`src/rtl/crtc_video_timing.sv`:
```
// CRTC raster timing: turns the live R0-R9/R12/R13 register values into
// character strobe, sync pulses, display enable and the ma/ra cell address.
module crtc_video_timing #(
  parameter int CHAR_DIV = 16
) (
  input  logic        clk16,
  input  logic        res,
  input  logic [7:0]  r0_h_total,
  input  logic [7:0]  r1_h_displayed,
  input  logic [7:0]  r2_h_sync_pos,
  input  logic [7:0]  r3_sync_width,
  input  logic [6:0]  r4_v_total,
  input  logic [4:0]  r5_v_adjust,
  input  logic [6:0]  r6_v_displayed,
  input  logic [6:0]  r7_v_sync_pos,
  input  logic [4:0]  r9_max_scan,
  input  logic [5:0]  r12_start_hi,
  input  logic [7:0]  r13_start_lo,
  output logic        char_en,
  output logic        hsync,
  output logic        vsync,
  output logic        de,
  output logic [13:0] ma,
  output logic [4:0]  ra
);

  localparam int DW = (CHAR_DIV > 2) ? $clog2(CHAR_DIV) : 1;
  localparam logic [DW-1:0] DIV_LAST = DW'(CHAR_DIV - 1);
  localparam logic [DW-1:0] DIV_PRE  = DW'(CHAR_DIV - 2);

  logic [DW-1:0] div;
  logic [7:0]    h;
  logic [4:0]    ra_cnt;
  logic [6:0]    row;
  logic          adj;
  logic [13:0]   ma_row;
  logic [3:0]    hs_rem;
  logic [3:0]    vs_rem;

  logic          eol, last_scan, last_row, adj_last;
  logic          frame_first, hs_start, vs_start;
  logic [13:0]   ma_base;

  // A sync width field of 0 encodes 16; the 4-bit wrap of w-1 yields 15 for it.
  function automatic logic [3:0] width_m1(input logic [3:0] w);
    return w - 4'd1;
  endfunction

  always_comb begin
    eol         = (h >= r0_h_total);
    last_scan   = (ra_cnt >= r9_max_scan);
    last_row    = (row >= r4_v_total);
    adj_last    = ({1'b0, ra_cnt} + 6'd1) >= {1'b0, r5_v_adjust};
    frame_first = !adj && (row == 7'd0) && (ra_cnt == 5'd0) && (h == 8'd0);
    hs_start    = (h == r2_h_sync_pos);
    vs_start    = !adj && (row == r7_v_sync_pos) && (ra_cnt == 5'd0) && (h == 8'd0);
    ma_base     = frame_first ? {r12_start_hi, r13_start_lo} : ma_row;
  end

  always_ff @(posedge clk16) begin
    if (res) begin
      div     <= '0;
      char_en <= 1'b0;
      h       <= '0;
      ra_cnt  <= '0;
      row     <= '0;
      adj     <= 1'b0;
      ma_row  <= '0;
      hs_rem  <= '0;
      vs_rem  <= '0;
      hsync   <= 1'b0;
      vsync   <= 1'b0;
      de      <= 1'b0;
      ma      <= '0;
      ra      <= '0;
    end else begin
      div     <= (div == DIV_LAST) ? '0 : div + 1'b1;
      char_en <= (div == DIV_PRE);
      if (char_en) begin
        // Outputs describe the cell the counters currently point at.
        de <= (h < r1_h_displayed) && (row < r6_v_displayed) && !adj;
        ma <= ma_base + 14'(h);
        ra <= ra_cnt;
        if (hs_start) begin
          hsync  <= 1'b1;
          hs_rem <= width_m1(r3_sync_width[3:0]);
        end else if (hs_rem != 4'd0) begin
          hsync  <= 1'b1;
          hs_rem <= hs_rem - 4'd1;
        end else begin
          hsync  <= 1'b0;
        end
        // vsync is counted in whole lines, so it only changes at line start.
        if (h == 8'd0) begin
          if (vs_start) begin
            vsync  <= 1'b1;
            vs_rem <= width_m1(r3_sync_width[7:4]);
          end else if (vs_rem != 4'd0) begin
            vsync  <= 1'b1;
            vs_rem <= vs_rem - 4'd1;
          end else begin
            vsync  <= 1'b0;
          end
        end
        ma_row <= ma_base;
        if (eol) begin
          h <= '0;
          if (adj) begin
            if (adj_last) begin
              adj    <= 1'b0;
              ra_cnt <= '0;
              row    <= '0;
            end else begin
              ra_cnt <= ra_cnt + 5'd1;
            end
          end else if (last_scan) begin
            ra_cnt <= '0;
            ma_row <= ma_base + 14'(r1_h_displayed);
            if (last_row) begin
              row <= '0;
              adj <= (r5_v_adjust != 5'd0);
            end else begin
              row <= row + 7'd1;
            end
          end else begin
            ra_cnt <= ra_cnt + 5'd1;
          end
        end else begin
          h <= h + 8'd1;
        end
      end
    end
  end

endmodule

```
`config.mk`:
```
export PLATFORM = sky130hd
export DESIGN_NAME = crtc_video_timing
export DESIGN_NICKNAME = d
export VERILOG_FILES = /design/src/rtl/crtc_video_timing.sv
export SDC_FILE = /design/constraint.sdc
export NUM_CORES = 1
export LEC_CHECK = 0
export ABC_AREA = 1
export BUFFER_PORTS_ARGS = -buffer_cell sky130_fd_sc_hd__buf_4
export CORE_MARGIN = 2
export CORE_UTILIZATION = 40
export DETAILED_ROUTE_END_ITERATION = 12
export PLACE_DENSITY = 0.72
export RECOVER_POWER = 50
export SYNTH_ARGS = -nofsm -noshare
export SYNTH_HDL_FRONTEND = slang
export SYNTH_SLANG_ARGS = --single-unit
```
`constraint.sdc`:
```
create_clock -name clk16 -period 3.1 [get_ports clk16]
set_input_delay 0.155 -clock clk16 [delete_from_list [all_inputs] [get_ports clk16]]
set_output_delay 0.155 -clock clk16 [all_outputs]
set_load 0.02 [all_outputs]
```
* Yosys cells after proc, flatten, opt, wreduce, memory -nomap -nowiden
Index checks and enable logic that the tools add are counted.
** Word-level totals
- Output and inout port bits :: 23
- Word-level logic and storage cells :: 84
- Bits in registers :: 70
- RAM bits :: 0
- Latch bits :: 0
- Bits of input ports :: 79
- ROM bits :: 0
- Memories kept :: 0
** Cells by class
- Divide/modulo/power cells :: 0
- Multipliers :: 0
- Add/sub/neg operators :: 11
- $lt $le $gt $ge :: 6
- Muxes and demuxes :: 24
- Equality and inequality tests :: 5
- Reductions and logical operators :: 24
- Shift-type cells :: 0
- Bitwise logic cells :: 0
** Operator list (count)
- $mux 14 :: 4
- $add 14x8->14 :: 2
- $mux 7 :: 4
- $mux 4 :: 4
- $sub 4x1->4 const B :: 4
- $mux 5 :: 3
- $add 8x1->8 const B :: 1
- $eq 4x4->1 const B :: 2
- $eq 8x8->1 :: 1
- $ge 8x8->1 :: 1
- $logic_and 1x1->1 :: 8
- $logic_not 8->1 :: 1
- $lt 8x8->1 :: 1
- $mux 1 :: 8
- $mux 8 :: 1
- $reduce_bool 4->1 :: 2
- $add 7x1->7 const B :: 1
- $eq 7x7->1 :: 1
- $ge 7x7->1 :: 1
- $logic_not 7->1 :: 1
- $lt 7x7->1 :: 1
- $add 5x1->6 const B :: 1
- $ge 6x5->1 :: 1
- $reduce_and 2->1 :: 3
- other kinds (11) :: 13

* Depth between registers and ports, before layout
Gate-level depths: netlist of the first run.
- Word-level depth :: 9
- Gate-level depth with buffers :: 24
- Depth with buffers taken out :: 24

* Worst setup path before layout of the first run
No wires, ideal clock.
- Kind :: register to register
- From :: register ra_cnt[0]
- To :: register ma_row[10]
- Setup slack :: 98 ps
- Cell stages (with the launch flop) :: 22
- Library setup time :: 67 ps
- Data arrival time :: 2935 ps
- Path buffers :: 0
- Required time :: 3033 ps
- Clock period less this slack :: 3002 ps
- Path through :: dfxtp_1 -> inv_1 -> ha_1 -> nand2_1 -> nor2_4 -> inv_2 -> nor2_4 -> nand3_2 -> o21a_1 -> inv_1 -> ha_1 -> inv_1 -> fa_1 -> o21ai_0 -> nand2_1 -> nand2_1 -> nand3_1 -> nor2_2 -> nand2_1 -> nand2_1 -> nand2_1 -> a21oi_2
** On the way
- Cells in the longest elaborated chain, start to end :: 8
- Elaborated cells between the ends (all ways) :: 9
- Classes of those cells :: add/sub: 1; order compare: 1; mux: 4; reduce/logical: 3
** Ends and longest elaborated chain
- start: declaration :: line 33 : logic [4:0] ra_cnt;
- start signal: assignment :: line 114 : ra_cnt <= ra_cnt + 5'd1;
- start signal: assignment :: line 126 : ra_cnt <= ra_cnt + 5'd1;
- $logic_not 5->1 :: line 54 : frame_first = !adj && (row == 7'd0) && (ra_cnt == 5'd0) && (h == 8'd0);
- $logic_and 1x1->1 (2 in series) :: line 54
- $mux 14 :: line 57 : ma_base = frame_first ? {r12_start_hi, r13_start_lo} : ma_row;
- $add 14x8->14 :: line 118 : ma_row <= ma_base + 14'(r1_h_displayed);
- $mux 14 :: line 116 : end else if (last_scan) begin
- $mux 14 :: line 108 : if (adj) begin
- $mux 14 * :: line 106 : if (eol) begin
- end signal: assignment :: line 105 : ma_row <= ma_base;
- end signal: assignment :: line 118
- end: declaration :: line 36 : logic [13:0] ma_row;
Every way passes the cells marked *; elsewhere a longest branch is shown, timed or not.
A chain may end at the register's enable or synchronous reset.

* Worst setup path in the final report of the first run
- From :: register ra_cnt[0]
- To :: register ma[6]
** On the way
- Cells in the longest elaborated chain, start to end :: 5
** Ends and longest elaborated chain
- $logic_not 5->1 :: line 54
- $logic_and 1x1->1 (2 in series) :: line 54
- $mux 14 :: line 57
- $add 14x8->14 :: line 82 : ma <= ma_base + 14'(h);
- end signal: assignment :: line 82
- end: declaration :: line 23 : output logic [13:0] ma,
Every way passes these cells.

==> flow_summary.toml, run 1 <==
[finish]
share_of_cells_above_drive_strength_1 = 0.187
stdcell_area_um2 = 7230
finish.cell_count_without_fillers = 1168
final.fill_count = 1460
flow.area_growth_from_synthesis_pct = 25.6
finish.net_count = 1130
diodes = 0

[global_routing]
antenna_found_initial = 0
grt_use_total = 0.201
globalRoute.totalOverflow = 0
first_global_vias = 5268
grt_start_max_net_pins = 39
global_route_wire_length_before_repair_mm = 24.4

[place]
post-place-cells = 1151
dp.final_hpwl_mm = 11.5
place_congestion = 0.896
post_dp_cell_area_um2 = 6880
pre_cts_slack_ns = 0.0656
portBuffers = 101

[setup_path]
worstSetupPathType = "flip-flop to flip-flop"
start_kind = "flip-flop"
startpoint = "ra_cnt[0]$_SDFFE_PP0P_"
regToRegSetupSlack_ns = 0.17
critPathRequiredTime_ns = 3.33
worst_r2r_endpoint = "ma[6]$_SDFFE_PP0P_"
ff2ff_path_depth = 20
arrival_time_of_data_at_the_critical_path_endpoint_ns = 3.16
endpoint = "ma[6]$_SDFFE_PP0P_"
r2r-start = "ra_cnt[0]$_SDFFE_PP0P_"
critPathCaptureType = "flip-flop"
crit_fanout = 6

[sta]
timing.final.ws_setup_ns = 0.172
max_slew.worst_pin.slew_ns = 0.579
slew_headroom = 0.611
finalHoldViolations = 0
report.final.setup_viol = 0
layout_min_cycle_time_ns = 2.93
hold-worst-slack_ns = 0.247
max_clock_freq_mhz = 341
post_route_clock_skew_ns = 0.00768
report.final.slew_viol_count = 0
grt_setup_unrepaired = "true"
fin_crit_sh = 0.945

[hold_path]
worst_hold_path.num_cells = 2
timing.hold.worst.class = "input port to flip-flop"

[detailed_routing]
drt-vias-per-instance = 4.90
drcViolationCount = 0
dr.pass1.iters = 4
routed_wire_length_per_instance_um = 12.9
drtIter0Drc = 332
drt.antenna.violating_nets = 0
routed_wirelength_mm = 15.1
via_count = 5724

[clocking]
cts.reportedPaths.clkPinSlew_ns = 0.06
ctsRootBufferMaster = "sky130_fd_sc_hd__clkbuf_16"
cts_num_sinks = 70
cts_buffer_depth = 2
worstSkewPairLatency_ns = 0.34
cts_tree = "built"
number_of_buffers_created_by_cts = 9
h-tree-depth = 3

[power]
total_leakage_power_nw = 3.68
pwr_per_cell_area_nw_per_um2 = 335
ir_drop_worst_vdd_mv = 0.217
power_mw = 2.42

[floorplanning]
coreArea_um2 = 14000
floorplan.initialDensity = 0.412
die_w_um = 124
die_area_um2 = 15400
rows = 43
pin_count = 102
die_h_um = 124

[logic_synthesis]
ys_seq_elements = 70
synth.yosys.seq_area_share = 0.243
syn_inst = 859
synth.lib_cells_used.distinct = 40
post_synth_instance_area_um2 = 5760
postSynthNetCount = 1006
postSynthAreaPerCell_um2 = 6.70
yosys_warnings = 0

[outcome]
run_status = "finished clean"

[run]
max-cap-violations = 0
placed cells by master, fill, tap and decap left out, types with 9 or more instances in the layout:
cell                        instances
sky130_fd_sc_hd__nand3_1           45
sky130_fd_sc_hd__inv_1            130
sky130_fd_sc_hd__xor2_1            24
sky130_fd_sc_hd__a21oi_1           64
sky130_fd_sc_hd__clkbuf_16          9
sky130_fd_sc_hd__inv_2             10
sky130_fd_sc_hd__buf_4            113
sky130_fd_sc_hd__ha_1              61
sky130_fd_sc_hd__o21ai_0           30
sky130_fd_sc_hd__xnor2_1           16
sky130_fd_sc_hd__dfxtp_1           69
sky130_fd_sc_hd__nor2_1            76
sky130_fd_sc_hd__nand4_1           22
sky130_fd_sc_hd__nand3b_1           9
sky130_fd_sc_hd__clkbuf_1          22
sky130_fd_sc_hd__nand2_1          186
sky130_fd_sc_hd__o211ai_1          10
sky130_fd_sc_hd__nor3_1            14
critical path: stages (launching register included):
cell,delay (ns)
sky130_fd_sc_hd__dfxtp_1,0.31
sky130_fd_sc_hd__inv_1,0.07
sky130_fd_sc_hd__ha_1,0.15
sky130_fd_sc_hd__nand2_1,0.08
sky130_fd_sc_hd__nor2_4,0.12
sky130_fd_sc_hd__inv_2,0.05
sky130_fd_sc_hd__nor2_4,0.14
sky130_fd_sc_hd__nand3_4,0.11
sky130_fd_sc_hd__o21a_1,0.23
sky130_fd_sc_hd__inv_2,0.07
sky130_fd_sc_hd__ha_2,0.18
sky130_fd_sc_hd__inv_1,0.05
sky130_fd_sc_hd__fa_2,0.34
sky130_fd_sc_hd__o211ai_1,0.25
sky130_fd_sc_hd__buf_4,0.16
sky130_fd_sc_hd__nand2_1,0.05
sky130_fd_sc_hd__a21oi_1,0.12
sky130_fd_sc_hd__nor2_1,0.06
sky130_fd_sc_hd__xnor2_1,0.12
sky130_fd_sc_hd__o21ai_1,0.11
sky130_fd_sc_hd__inv_1,0.06
cell usage after synthesis (all sizes together):
| cell | instances | area, µm² |
|---|---|---|
| dfxtp | 70 | 1400 |
| nand3 | 49 | 255 |
| buf | 10 | 67.6 |
| and2 | 1 | 6.26 |
| a21oi | 71 | 382 |
| inv | 140 | 526 |
| a31oi | 2 | 12.5 |
| nand4 | 22 | 138 |
| and3b | 1 | 8.76 |
| nand3b | 9 | 67.6 |
| clkinv | 3 | 12.5 |
| xnor2 | 16 | 140 |
| o211ai | 10 | 75.1 |
| clkbuf | 12 | 45.0 |
| nor3b | 1 | 7.51 |
| xor2 | 24 | 210 |
| o22ai | 4 | 25.0 |
| o21a | 6 | 45.0 |
| o31ai | 1 | 7.51 |
| o21ai | 40 | 226 |
| nand2 | 192 | 741 |
| fa | 2 | 40.0 |
| nor2 | 89 | 387 |
| nor3 | 16 | 90.1 |
| ha | 66 | 826 |
| a21o | 2 | 15.0 |
layout make-up:
class / instances / area (µm²) / area share
inverter: 143 / 538 / 0.0744
clock buffer: 10 / 239 / 0.0330
sequential: 70 / 1400 / 0.194
multi-input combinational: 624 / 3790 / 0.524
tap: 180 / 225 / 0.0311
timing repair buffer: 135 / 931 / 0.129
clock inverter: 6 / 109 / 0.0151
through the flow:
step / setup TNS [ns] / utilization
2_1_floorplan: 0 / -
3_3_place_gp: 0 / 0.492
3_5_place_dp: 0 / 0.492
4_1_cts: 0 / 0.516
5_1_grt: -0.270 / 0.517
6_report: 0 / 0.517
sequential cells by signal, summed over array words and instances, names as in the netlist:
signal / count
vs_rem: 4
ra: 5
hsync: 1
ma: 14
de: 1
ma_row: 14
vsync: 1
h: 8
hs_rem: 4
adj: 1
div: 4
row: 7
char_en: 1
ra_cnt: 5
cells by family (layout without fill, tap and decap cells):
group,Yosys count,after routing,share of synthesized area
compound gates,136,136,0.137
xor+xnor,40,40,0.0609
fa+ha+maj,68,68,0.150
buf+inv,165,294,0.113
flops,70,70,0.243
simple gates,380,380,0.295
what timing repair did:
item	4_1_cts	5_1_grt
setup endpoints to repair	0	14
setup buffers	0	1
hold buffers	0	0
gates resized for setup	0	22
metal layers:
metal,part of all wire,track usage
met3,0.053,0.0298
met4,0.011,0.0562
met2,0.46,0.342
met1,0.47,0.266
met5,0,0
power breakdown:
group	switching [mW]	internal [mW]	total (mW)
clock network	0.401	0.806	1.21
logic	0.161	0.149	0.310
registers	0.00316	0.903	0.906
worst min path at each step:
stage | start | endpoint | slack [ns]
floorplan | res | ra_cnt[3]$_SDFFE_PP0P_ | 0.40
global placement | div[0]$_SDFF_PP0_ | div[0]$_SDFF_PP0_ | 0.45
detailed placement | ma_row[3]$_SDFFE_PP0P_ | ma_row[3]$_SDFFE_PP0P_ | 0.46
CTS | res | div[2]$_SDFF_PP0_ | 0.25
global route | res | row[6]$_SDFFE_PP0P_ | 0.30
finish | res | div[2]$_SDFF_PP0_ | 0.25
Note: power is estimated with default switching activity, not from simulation.
==> inputs of run 2 (changes only) <==
ABC_AREA = not set   (was 1)
==> run 2 against run 1 <==
Net effect:
- the flow now finishes with violations (setup timing)
- clock-buffer cell count is 1 higher
- largest cell class unchanged
- highest routed layer unchanged
- first-iteration DRC count shrank 22%
- global-route usage rose by 1.3 points
==> flow_summary.toml, run 2 <==
[finish]
diodes = 0
final_common_cell = "sky130_fd_sc_hd__buf_4"
final.fill_count = 1182
finish.cell_count_without_fillers = 992
flow.area_growth_from_synthesis_pct = 39.7
layout_common_cells = "sky130_fd_sc_hd__buf_4 (153), sky130_fd_sc_hd__dfxtp_1 (68), sky130_fd_sc_hd__nor2_1 (58)"
stdcell_area_um2 = 7570
reg.largest.list = "ma: 14 flops, ma_row: 14 flops, h: 8 flops"
finish.net_count = 959
final_util = 0.572
share_of_cells_above_drive_strength_1 = 0.306

[detailed_routing]
dr.pass1.iters = 5
drcViolationCount = 0
drt.antenna.violating_nets = 0
drtIter0Drc = 258
routed_wire_length_per_instance_um = 15.9
routed_wirelength_mm = 15.7
via_count = 5222
drt-vias-per-instance = 5.26

[hold_path]
worst_hold_path.num_cells = 2
timing.hold.worst.start = "res"
hold-path-endpoint = "div[3]$_SDFF_PP0_"
timing.hold.worst.class = "input port to flip-flop"

[logic_synthesis]
syn_inst = 640
synth_top_cell_by_area = "sky130_fd_sc_hd__dfxtp_1"
synthMostInstantiatedCell = "sky130_fd_sc_hd__dfxtp_1"
yosys-top-cells-area = "sky130_fd_sc_hd__dfxtp_1 (26%), sky130_fd_sc_hd__ha_1 (15%), sky130_fd_sc_hd__mux2i_1 (5.2%), sky130_fd_sc_hd__xnor2_1 (4.7%), sky130_fd_sc_hd__nor2_1 (4.2%)"
dominantRegCellSynth = "sky130_fd_sc_hd__dfxtp_1"
netlist_top_cells_count = "sky130_fd_sc_hd__dfxtp_1 (70), sky130_fd_sc_hd__ha_1 (66), sky130_fd_sc_hd__nor2_1 (60)"
ys_seq_elements = 70
synth.lib_cells_used.distinct = 70
post-synth-top-area-fraction = 0.258
postSynthAreaPerCell_um2 = 8.47
synth-edff-count = 0
postSynthNetCount = 787
postSynth.asyncResetShare = 0
yosys_warnings = 0
post_synth_instance_area_um2 = 5420
synth.yosys.seq_area_share = 0.258

[setup_path]
critical_path.max_stage_delay_ns = 0.42
critPathCaptureType = "flip-flop"
r2r-start = "h[1]$_SDFFE_PP0P_"
critPathRequiredTime_ns = 3.30
worst_r2r_endpoint = "ma[6]$_SDFFE_PP0P_"
delay_heaviest_family_cp = "simple AND/OR/NAND/NOR gates"
crit_buf_inv = 2
crit_fanout = 4
arrival_time_of_data_at_the_critical_path_endpoint_ns = 3.58
ff2ff_path_depth = 15
worstSetupPathType = "flip-flop to flip-flop"
crit_path_cell_trace = "inv_2, ha_4, nor4b_4, nand4_1, and4bb_4, buf_6, mux2_4, ha_1, nor2b_1, o21a_1, o21ai_2, nand2_1, a21oi_2, xor2_1, o22ai_1"
start_kind = "flip-flop"
timing.critical_path.slowest_stage_cell = "sky130_fd_sc_hd__and4bb_4"
regToRegSetupSlack_ns = -0.28

[clocking]
cts_buffer_depth = 2
ctsRootBufferMaster = "sky130_fd_sc_hd__clkbuf_16"
h-tree-depth = 3
worstSkewPairLatency_ns = 0.34
cts_num_sinks = 70
number_of_buffers_created_by_cts = 9
post_cts_hold_fix_bufs = 0
cts.reportedPaths.clkPinSlew_ns = 0.06
cts_tree = "built"

[global_routing]
antenna_found_initial = 0
first_global_vias = 5148
grt_start_max_net_pins = 46
globalRoute.totalOverflow = 0
grt_use_total = 0.214
global_route_wire_length_before_repair_mm = 24.9

[sta]
fin_setup_tns_ns = -3.06
hold-worst-slack_ns = 0.141
grt_setup_unrepaired = "true"
post_route_clock_skew_ns = 0.0112
report.final.setup_viol = 20
report.final.slew_viol_count = 0
timing.final.ws_setup_ns = -0.280
max_slew.worst_pin.slew_ns = 0.555
layout_min_cycle_time_ns = 3.38
fin_crit_sh = 1.09
slew_headroom = 0.625
max_clock_freq_mhz = 296
finalHoldViolations = 0

[run]
max-cap-violations = 0

[power]
power_mw = 2.51
total_leakage_power_nw = 3.36
pwr_per_cell_area_nw_per_um2 = 331
ir_drop_worst_vdd_mv = 0.307

[floorplanning]
coreArea_um2 = 13200
rows = 42
floorplan.initialDensity = 0.409
die_area_um2 = 14500
pin_count = 102
die_w_um = 120
die_h_um = 120

[place]
post-place-cells = 953
portBuffers = 101
place_congestion = 0.851
pre_cts_slack_ns = -0.290
dp.final_hpwl_mm = 11.1
post_dp_cell_area_um2 = 6830

[outcome]
run_status = "finished with violations"
failed_checks = "setup timing"
==> run 2: worst max path at each step <==
stage / start / end / cells past startpoint
2_1_floorplan: h[0]$_SDFFE_PP0P_ / ma_row[12]$_SDFFE_PP0P_ / 17
3_3_place_gp: h[1]$_SDFFE_PP0P_ / ma_row[12]$_SDFFE_PP0P_ / 15
3_5_place_dp: h[1]$_SDFFE_PP0P_ / ma_row[10]$_SDFFE_PP0P_ / 15
4_1_cts: h[1]$_SDFFE_PP0P_ / ma_row[4]$_SDFFE_PP0P_ / 17
5_1_grt: h[0]$_SDFFE_PP0P_ / ma[6]$_SDFFE_PP0P_ / 15
6_report: h[1]$_SDFFE_PP0P_ / ma[6]$_SDFFE_PP0P_ / 15
==> run 2: cells by family after synthesis <==
family                   count (synthesis)  share of synthesized area
AND/OR/NAND/NOR                        210                      0.204
flip-flops                              70                      0.258
AO/OA/AOI/OAI                          137                      0.174
multiplexers                            39                     0.0787
adder cells (fa/ha/maj)                 68                      0.160
buffers and inverters                   74                     0.0575
XOR/XNOR                                42                     0.0678
==> run 2: repair_timing <==
action | CTS | global route
cloned | 0 | 0
gates resized for setup | 27 | 33
endpoints found under the setup margin | 18 | 25
endpoints found under the hold margin | 0 | 0
buffers inserted | 20 | 12
pin swaps | 30 | 38
==> run 2: area by class of cell <==
cell class	count	area, µm²	area share
clock buffers	11	243	0.0320
clock inverters	4	95.1	0.0126
inverters	53	199	0.0263
multi-input cells	496	4110	0.543
flip-flops and latches	70	1400	0.185
well taps	176	220	0.0291
repair buffers	182	1300	0.172
==> run 2: worst reg2reg max path, delay by kind of cell, from the launching register on <==
family	cells	cell delay, ns
xor+xnor	1	0.20
mux	1	0.34
buf+inv	2	0.22
flops	1	0.32
compound gates	4	0.70
fa+ha+maj	2	0.44
simple gates	5	1.01
==> run 2: report_power, final <==
part	leakage, nW	switching (mW)	internal (mW)
sequential	0.565	0.00390	0.903
clock	0.166	0.406	0.803
combinational	2.63	0.181	0.209
total	3.36	0.591	1.91
==> run 2: routing by layer <==
layer | share of wire | track usage | up-vias
li1 | - | - | 2637
met1 | 0.45 | 0.278 | 2400
met2 | 0.47 | 0.355 | 158
met3 | 0.055 | 0.0344 | 27
met4 | 0.024 | 0.0807 | 0
met5 | 0 | 0 | -
==> inputs of run 3 (changes only) <==
CTS_BUF_LIST = sky130_fd_sc_hd__clkbuf_2   (was not set)
==> run 3 against run 2 <==
Net effect:
- total power is 21% lower
- non-clock buffer count grew 1
- clock power is 42% lower
- largest cell class unchanged
- largest power group is now registers
- core utilization shrank 1.4 points
- highest routed layer unchanged
- the run still ends with setup timing left
==> flow_summary.toml, run 3 (same netlist as run 2, synthesis figures left out) <==
[setup_path]
start_kind = "flip-flop"
startpoint = "h[1]$_SDFFE_PP0P_"
crit_buf_inv = 3
critPathCaptureType = "flip-flop"
crit_path_cell_trace = "inv_2, ha_4, nor4b_4, nand4_1, and4bb_4, buf_6, mux2_4, ha_4, nor2b_1, o21ai_1, nand2b_1, a31oi_4, buf_6, a211o_1, o21ai_2, o311ai_2"
critPathRequiredTime_ns = 3.55
delay_heaviest_family_cp = "simple AND/OR/NAND/NOR gates"
r2r-start = "h[1]$_SDFFE_PP0P_"
arrival_time_of_data_at_the_critical_path_endpoint_ns = 3.77
timing.critical_path.slowest_stage_cell = "sky130_fd_sc_hd__and4bb_4"
worstSetupPathType = "flip-flop to flip-flop"
critical_path.max_stage_delay_ns = 0.41
crit_fanout = 4

[clocking]
cts.reportedPaths.clkPinSlew_ns = 0.21
worstSkewPairLatency_ns = 0.55
ctsRootBufferMaster = "sky130_fd_sc_hd__clkbuf_2"
number_of_buffers_created_by_cts = 9
cts_tree = "built"
h-tree-depth = 3
cts_buffer_depth = 2
cts_num_sinks = 70

[sta]
layout_min_cycle_time_ns = 3.32
report.final.slew_viol_count = 0
timing.final.ws_setup_ns = -0.216
report.final.setup_viol = 17
finalHoldViolations = 0
slew_headroom = 0.621
max_clock_freq_mhz = 302
fin_crit_sh = 1.07
grt_setup_unrepaired = "true"
hold-worst-slack_ns = 0.0388
post_route_clock_skew_ns = 0.0425
max_slew.worst_pin.slew_ns = 0.561
fin_setup_tns_ns = -1.69

[power]
ir_drop_worst_vdd_mv = 0.236
total_leakage_power_nw = 3.29
power_mw = 1.99
pwr_per_cell_area_nw_per_um2 = 269

[run]
max-cap-violations = 0

[finish]
final_util = 0.558
flow.area_growth_from_synthesis_pct = 36.3
final_common_cell = "sky130_fd_sc_hd__buf_4"
finish.net_count = 960
reg.largest.list = "ma: 14 flops, ma_row: 14 flops, h: 8 flops"
final.fill_count = 1218
finish.cell_count_without_fillers = 993
stdcell_area_um2 = 7390
diodes = 0
share_of_cells_above_drive_strength_1 = 0.297
layout_common_cells = "sky130_fd_sc_hd__buf_4 (147), sky130_fd_sc_hd__dfxtp_1 (68), sky130_fd_sc_hd__nor2_1 (56)"

[place]
place_congestion = 0.851
portBuffers = 101
post-place-cells = 953
dp.final_hpwl_mm = 11.1
post_dp_cell_area_um2 = 6830
pre_cts_slack_ns = -0.290

[floorplanning]
rows = 42
floorplan.initialDensity = 0.409
die_h_um = 120
die_w_um = 120
pin_count = 102
coreArea_um2 = 13200
die_area_um2 = 14500

[outcome]
run_status = "finished with violations"
failed_checks = "setup timing"

[detailed_routing]
drt-vias-per-instance = 5.21
drcViolationCount = 0
routed_wire_length_per_instance_um = 15.3
drt.antenna.violating_nets = 0
drtIter0Drc = 191
dr.pass1.iters = 5
via_count = 5177
routed_wirelength_mm = 15.2

[global_routing]
grt_use_total = 0.209
global_route_wire_length_before_repair_mm = 24.4
grt_start_max_net_pins = 46
globalRoute.totalOverflow = 0
antenna_found_initial = 0
first_global_vias = 5068

[hold_path]
timing.hold.worst.class = "input port to flip-flop"
timing.hold.worst.start = "r3_sync_width[2]"
[run 3: cell count changes in the layout (fill, tap and decap cells not counted), sizes merged]
cell | previous run | this run
clkinv | 1 | 2
dlygate4sd3 | 0 | 6
clkbuf | 35 | 34
buf | 158 | 153
[run 3: metal layers]
metal | GRT usage | wire length, µm | up-vias
li1 | - | - | 2627
met1 | 0.273 | 7080 | 2401
met2 | 0.355 | 7160 | 124
met3 | 0.0335 | 670 | 25
met4 | 0.0596 | 324 | 0
met5 | 0 | 0 | -
[run 3: timing repair]
item	CTS	global route
setup endpoints to repair	18	23
endpoints found under the hold margin	17	0
hold buffers	6	0
pin swaps	21	39
setup buffers	18	9
resized for setup	24	34
[run 3: area by class of cell]
| class | count | area, µm² | share of cell area |
|---|---|---|---|
| Multi-Input combinational cell | 496 | 4090 | 0.553 |
| Sequential cell | 70 | 1400 | 0.190 |
| Timing Repair Buffer | 183 | 1330 | 0.180 |
| Tap cell | 176 | 220 | 0.0298 |
| Inverter | 53 | 199 | 0.0269 |
| Clock inverter | 5 | 98.8 | 0.0134 |
| Clock buffer | 10 | 50.0 | 0.00677 |
[run 3: power by group]
group          total, mW  internal [mW]  switching, mW  leakage (nW)
sequential         0.909          0.905        0.00382         0.565
combinational      0.381          0.206          0.175          2.63
clock              0.698          0.343          0.355        0.0894
[run 3: path summary, 6_finish.rpt]
check,end,slack (ns),cells past startpoint
worst max-delay path,ma_row[10]$_SDFFE_PP0P_,-0.22,16
worst min-delay path,hs_rem[2]$_SDFFE_PP0P_,0.04,5
worst max register to register,ma_row[10]$_SDFFE_PP0P_,-0.22,16
worst min register to register,vsync$_SDFFE_PP0P_,0.47,2
[run 3: worst reg2reg max path, cell delays in order (launching register included)]
cell and delay (ns):
sky130_fd_sc_hd__dfxtp_2 0.37, sky130_fd_sc_hd__inv_2 0.07, sky130_fd_sc_hd__ha_4 0.12, sky130_fd_sc_hd__nor4b_4 0.19, sky130_fd_sc_hd__nand4_1 0.14, sky130_fd_sc_hd__and4bb_4 0.41
sky130_fd_sc_hd__buf_6 0.15, sky130_fd_sc_hd__mux2_4 0.34, sky130_fd_sc_hd__ha_4 0.28, sky130_fd_sc_hd__nor2b_1 0.12, sky130_fd_sc_hd__o21ai_1 0.07, sky130_fd_sc_hd__nand2b_1 0.14
sky130_fd_sc_hd__a31oi_4 0.13, sky130_fd_sc_hd__buf_6 0.15, sky130_fd_sc_hd__a211o_1 0.29, sky130_fd_sc_hd__o21ai_2 0.15, sky130_fd_sc_hd__o311ai_2 0.12
